[src/rtl/mouse_cursor_gen.sv]
`timescale 1ns/1ps
`default_nettype none
// ============================================================================
// Module      : mouse_cursor_gen
// Description : Arrow-cursor overlay for a 640x480 VGA scan, with frame-latched
//               position, button synchroniser/click pulse, menu hover flags and
//               an inactivity auto-hide.
// Revision    : 1.0 - initial release
// ============================================================================
module mouse_cursor_gen #(
    parameter int          FRAME_LINE  = 480,
    parameter int          IDLE_FRAMES = 300,
    parameter logic [11:0] FILL_COLOR  = 12'hFFF,
    parameter logic [11:0] PRESS_COLOR = 12'hF00,
    parameter logic [39:0] START_BOX   = {10'd240, 10'd200, 10'd399, 10'd249},
    parameter logic [39:0] CONNECT_BOX = {10'd240, 10'd280, 10'd399, 10'd329},
    parameter logic [39:0] RETURN_BOX  = {10'd240, 10'd360, 10'd399, 10'd409}
) (
    input  logic        clka,
    input  logic        rst,
    input  logic [9:0]  h_cnt,
    input  logic [9:0]  v_cnt,
    input  logic [9:0]  mouse_x,
    input  logic [9:0]  mouse_y,
    input  logic        MOUSE_LEFT,
    input  logic [1:0]  state,
    output logic        enable_mouse_display,
    output logic [11:0] mouse_pixel,
    output logic        mouse_on_start_button,
    output logic        mouse_on_connect_button,
    output logic        mouse_on_return_button,
    output logic        mouse_click
);

    localparam logic [1:0] SMENU = 2'd0;
    localparam logic [1:0] SOVER = 2'd2;
    localparam logic [9:0] c_frame_line  = FRAME_LINE[9:0];
    localparam logic [8:0] c_idle_frames = IDLE_FRAMES[8:0];
    localparam logic [9:0] c_max_x = 10'd639;
    localparam logic [9:0] c_max_y = 10'd479;

    // Box layout is {x0, y0, x1, y1}, all bounds inclusive.
    function automatic logic in_box(input logic [9:0] x, input logic [9:0] y,
                                    input logic [39:0] b);
        return (x >= b[39:30]) && (x <= b[19:10]) &&
               (y >= b[29:20]) && (y <= b[9:0]);
    endfunction

    logic       left_s1_q, left_s1_d;
    logic       left_s2_q, left_s2_d;
    logic       pressed_prev_q, pressed_prev_d;
    logic       click_q, click_d;
    logic       strobe_dly_q, strobe_dly_d;
    logic [9:0] cur_x_q, cur_x_d;
    logic [9:0] cur_y_q, cur_y_d;
    logic [8:0] idle_q, idle_d;
    logic       on_start_q, on_start_d;
    logic       on_connect_q, on_connect_d;
    logic       on_return_q, on_return_d;

    logic       w_strobe;
    logic       w_pressed;
    logic [9:0] w_clamp_x;
    logic [9:0] w_clamp_y;

    assign w_pressed = left_s2_q;
    assign w_strobe  = (h_cnt == 10'd0) && (v_cnt == c_frame_line);
    assign w_clamp_x = (mouse_x > c_max_x) ? c_max_x : mouse_x;
    assign w_clamp_y = (mouse_y > c_max_y) ? c_max_y : mouse_y;

    always_comb begin
        left_s1_d      = MOUSE_LEFT;
        left_s2_d      = left_s1_q;
        pressed_prev_d = left_s2_q;
        click_d        = left_s2_q & ~pressed_prev_q;
        strobe_dly_d   = w_strobe;
        cur_x_d        = cur_x_q;
        cur_y_d        = cur_y_q;
        idle_d         = idle_q;
        on_start_d     = on_start_q;
        on_connect_d   = on_connect_q;
        on_return_d    = on_return_q;

        // The currently latched position doubles as the "previous" one for
        // the idle comparison, since it only ever changes on a strobe.
        if (w_strobe) begin
            cur_x_d = w_clamp_x;
            cur_y_d = w_clamp_y;
            if ((w_clamp_x != cur_x_q) || (w_clamp_y != cur_y_q) || w_pressed)
                idle_d = 9'd0;
            else if (idle_q != c_idle_frames)
                idle_d = idle_q + 9'd1;
        end

        if (strobe_dly_q) begin
            on_start_d   = (state == SMENU) && in_box(cur_x_q, cur_y_q, START_BOX);
            on_connect_d = (state == SMENU) && in_box(cur_x_q, cur_y_q, CONNECT_BOX);
            on_return_d  = (state == SOVER) && in_box(cur_x_q, cur_y_q, RETURN_BOX);
        end
    end

    always_ff @(posedge clka or negedge rst) begin
        if (!rst) begin
            left_s1_q      <= 1'b0;
            left_s2_q      <= 1'b0;
            pressed_prev_q <= 1'b0;
            click_q        <= 1'b0;
            strobe_dly_q   <= 1'b0;
            cur_x_q        <= 10'd320;
            cur_y_q        <= 10'd240;
            idle_q         <= 9'd0;
            on_start_q     <= 1'b0;
            on_connect_q   <= 1'b0;
            on_return_q    <= 1'b0;
        end else begin
            left_s1_q      <= left_s1_d;
            left_s2_q      <= left_s2_d;
            pressed_prev_q <= pressed_prev_d;
            click_q        <= click_d;
            strobe_dly_q   <= strobe_dly_d;
            cur_x_q        <= cur_x_d;
            cur_y_q        <= cur_y_d;
            idle_q         <= idle_d;
            on_start_q     <= on_start_d;
            on_connect_q   <= on_connect_d;
            on_return_q    <= on_return_d;
        end
    end

    // Pixel path is purely combinational on the live scan position.
    logic [9:0] w_dx;
    logic [9:0] w_dy;
    logic       w_inside;
    logic       w_border;
    logic       w_hidden;

    assign w_dx     = h_cnt - cur_x_q;
    assign w_dy     = v_cnt - cur_y_q;
    assign w_hidden = (idle_q == c_idle_frames);
    assign w_inside = (h_cnt >= cur_x_q) && (v_cnt >= cur_y_q) &&
                      (w_dx < 10'd12) && (w_dy < 10'd12) && (w_dx <= w_dy) &&
                      (h_cnt <= c_max_x) && (v_cnt <= c_max_y);
    assign w_border = (w_dx == 10'd0) || (w_dx == w_dy) || (w_dy == 10'd11);

    always_comb begin
        enable_mouse_display = w_inside && !w_hidden;
        mouse_pixel          = 12'h000;
        if (enable_mouse_display && !w_border)
            mouse_pixel = w_pressed ? PRESS_COLOR : FILL_COLOR;
    end

    assign mouse_on_start_button   = on_start_q;
    assign mouse_on_connect_button = on_connect_q;
    assign mouse_on_return_button  = on_return_q;
    assign mouse_click             = click_q;

endmodule
`default_nettype wire

[config.mk]
export PLATFORM = sky130hd
export DESIGN_NAME = mouse_cursor_gen
export DESIGN_NICKNAME = d
export VERILOG_FILES = /design/src/rtl/mouse_cursor_gen.sv
export SDC_FILE = /design/constraint.sdc
export NUM_CORES = 1
export LEC_CHECK = 0
export BUFFER_PORTS_ARGS = -buffer_cell sky130_fd_sc_hd__buf_4
export CELL_PAD_IN_SITES_DETAIL_PLACEMENT = 1
export CELL_PAD_IN_SITES_GLOBAL_PLACEMENT = 1
export CORE_UTILIZATION = 38
export CTS_CLUSTER_DIAMETER = 80
export DETAILED_ROUTE_END_ITERATION = 16
export PLACE_DENSITY_LB_ADDON = 0.1
export SETUP_SLACK_MARGIN = 0.05
export SYNTH_ARGS = -nofsm -noshare
export SYNTH_HDL_FRONTEND = slang
export SYNTH_SLANG_ARGS = --single-unit
export TNS_END_PERCENT = 30
[constraint.sdc]
create_clock -name clka -period 3.15 [get_ports clka]
set_input_delay 0.1575 -clock clka [delete_from_list [all_inputs] [get_ports clka]]
set_output_delay 0.1575 -clock clka [all_outputs]
set_load 0.005 [all_outputs]
==> impl_metrics.tcl <==
set metrics [dict create \
    final.setup.tns_ns -7.555 \
    worst_setup_path_start_kind "flip-flop" \
    worstSetupPathType "flip-flop to output port" \
    reg2reg_slack_ns 1.01 \
    clock_sinks 37 \
    drc 0 \
    fin_crit_ns 3.802 \
    clk_latency_ns 0.30 \
    synth_cell_types 69 \
    max_cap_viol_count 0 \
    synthesis.instances 455 \
    pin_count 62 \
    crit_fanout 8 \
    yosysTopAreaCellShare_pct 21.18 \
    p_per_area_nw_per_um2 254.0 \
    arrival_ns 3.64 \
    synth-main-ff-cell "dfrtp_1" \
    avgSynthCellArea_um2 8.049 \
    fin_cells 698 \
    clk_pin_slew_ns 0.08 \
    outcome "complete, but fails checks" \
    layout_commonest_cell "buf_4" \
    layout_common_cells "buf_4 (130), inv_1 (36), o21ai_0 (35)" \
    num_rows 35 \
    crit_top_cell "buf_4" \
    portBuffers 61 \
    cp_cell_sequence "ha_2 > inv_2 > fa_2 > a211o_1 > buf_4 > and2_4 > xnor2_2 > ha_1 > nand4_1 > a21oi_2 > o211ai_1 > a32oi_2 > a211oi_2 > and4b_1 > and4_4 > buf_4" \
    via_per_inst 5.527 \
    slowest_stage "dfrtp_1" \
    slew-limit-headroom_pct 60.50 \
    syn_nets 532 \
    violations "setup timing" \
    ir_drop_mv 0.1949 \
    synth-edff-count 0 \
    antenna_cells 0 \
    r2r_end "idle_q[4]" \
    dpl_worst_slack_ns -0.3094 \
    hold_violations 0 \
    cts_buffers 5 \
    synth_warnings 0 \
    hold_start "state[1]" \
    setup_viol 13 \
    grt_pass1_vias 3997 \
    synthTopCellsByArea "dfrtp_1 (21%), ha_1 (10%), o21ai_0 (4.9%)" \
    cts_root_buf "clkbuf_8" \
    clock.fmax_mhz 263.0 \
    finClkSkew_ns 0.01326 \
    synth_area_leader_cell "dfrtp_1" \
    finalHoldWorstSlack_ns 0.08588 \
    core_area_um2 9284 \
    final_area_um2 4868 \
    synth-async-reset-ratio_pct 100.0 \
    final-max-slew-violation-count 0 \
    placed_cell_area_um2 4626 \
    rsz0062_at_grt "true" \
    num_vias 3858 \
    worst_pin_slew_ns 0.5876 \
    fin_crit_sh_pct 120.7 \
    reg2reg_from "cur_y_q[0]" \
    startpoint "cur_y_q[0]" \
    cp.required_ns 2.99 \
    hold_depth 2 \
    syn_area_um2 3662 \
    ant_nets 0 \
    antenna_found_initial 0 \
    finalWirelength_mm 12.39 \
    p_leak_nw 2.246 \
    grt_usage_pct 25.38 \
    cts_tree "built" \
    hold_path.class "input pin to flip-flop" \
    grt_max_degree 38 \
    place_congestion 0.8598 \
    firstDrtPassIters 4 \
    cts.htree.levels 2 \
    die_x_um 100.2 \
    synth-seq-cells 37 \
    final_layout_size_suffix_gt1_share_pct 30.76 \
    holdPathEnd "mouse_on_connect_button" \
    critical_path.max_stage_delay_ns 0.36 \
    post-dp-hpwl_mm 9.978 \
    syn_to_final_growth_pct 32.93 \
    avgRoutedWirePerCell_um 17.76 \
    fin_nets 645 \
    reg2reg_depth 9 \
    grt_overflow_total 0 \
    fp.dieArea_um2 10030 \
    cts_buffer_depth 2 \
    grt_pass1_wl_mm 19.90 \
    dpl.cell_count 684 \
    setup_ws_ns -0.6522 \
    cp-end-kind "output port" \
    initial_core_util_pct 39.45 \
    ys_seq_area_share_pct 25.49 \
    first_iter_violations 123 \
    die_y_um 100.2 \
]
worst max-delay path, delay by kind of cell, from the launching register on:
family | cells | cell delay [ns]
AO/OA/AOI/OAI | 5 | 0.94
buffers and inverters | 3 | 0.31
AND/OR/NAND/NOR | 4 | 0.78
flip-flops | 1 | 0.36
XOR/XNOR | 1 | 0.14
adder cells (fa/ha/maj) | 3 | 0.82
synthesized netlist by cell type, drive strengths merged (2+ instances only):
master	n
nand4b	2
clkbuf	9
a221oi	2
a31oi	7
nor3	18
o2111ai	3
a22o	2
or2	3
xor2	15
o21a	5
o21ai	42
or3	5
nor2b	2
a21o	3
and4	4
o22ai	2
o211ai	8
nand2	24
nand3b	2
and3	4
or4	2
nor2	28
nand4	14
nand2b	8
nor4	14
nand3	19
a211o	3
inv	41
ha	30
a21oi	31
buf	18
dfrtp	31
o31ai	2
a211oi	5
xnor2	8
or4b	2
fa	2
o32ai	3
and4b	3
dfstp	6
and2	6
state kept, by name (all words and copies together), names as in the netlist:
register,flops
pressed_prev_q,1
strobe_dly_q,1
mouse_on_connect_button,1
cur_x_q,10
mouse_click,1
cur_y_q,10
left_s1_q,1
left_s2_q,1
mouse_on_return_button,1
mouse_on_start_button,1
idle_q,9
worst max path at each step:
stage | endpoint | slack (ns) | cells after the start
2_1_floorplan | mouse_pixel[1] | -0.22 | 16
3_3_place_gp | mouse_pixel[0] | -0.19 | 16
3_5_place_dp | mouse_pixel[3] | -0.31 | 16
4_1_cts | mouse_pixel[3] | -0.63 | 16
5_1_grt | mouse_pixel[3] | -0.86 | 15
6_report | mouse_pixel[3] | -0.65 | 16
power by group:
group / leakage, nW / switching [W] / internal [W]
logic: 1.77 / 0.000166 / 0.000149
registers: 0.420 / 0.00000187 / 0.000478
clock network: 0.0585 / 0.000183 / 0.000259
routing by layer:
layer	global-route usage (%)	part of all wire (%)	up-vias
li1	-	-	1906
met5	0	0	-
met1	33.77	47	1891
met4	3.567	0.42	0
met2	44.78	50	56
met3	3.412	2.5	5
what timing repair did:
| action | in CTS | in global routing |
|---|---|---|
| setup endpoints to repair | 13 | 13 |
| pin swaps | 0 | 11 |
| gates resized for setup | 9 | 10 |
| hold buffers | 2 | 0 |
| hold endpoints to repair | 32 | 0 |
| buffers inserted | 1 | 3 |
metrics by stage:
stage,util [%],power (W)
2_1_floorplan,-,0.0006368
3_3_place_gp,49.82,0.0007749
3_5_place_dp,49.82,0.0007830
4_1_cts,51.66,0.001231
5_1_grt,52.44,0.001293
6_report,52.44,0.001237
cell type report:
cell class | count | area [um2]
Fill cell | 1171 | 4415
Multi-Input combinational cell | 350 | 2496
Timing Repair Buffer | 133 | 1007
Sequential cell | 37 | 933.4
Tap cell | 129 | 161.4
Inverter | 41 | 153.9
Clock buffer | 7 | 86.33
Clock inverter | 1 | 30.03
cell families after synthesis:
kind of cell	Yosys count	synth area share, %
AND/OR/NAND/NOR	163	25.18
adder cells (fa/ha/maj)	32	11.34
flip-flops	37	25.49
buffers and inverters	68	8.609
XOR/XNOR	23	5.706
AO/OA/AOI/OAI	132	23.68
No activity file was read; power rests on OpenSTA's default activity.
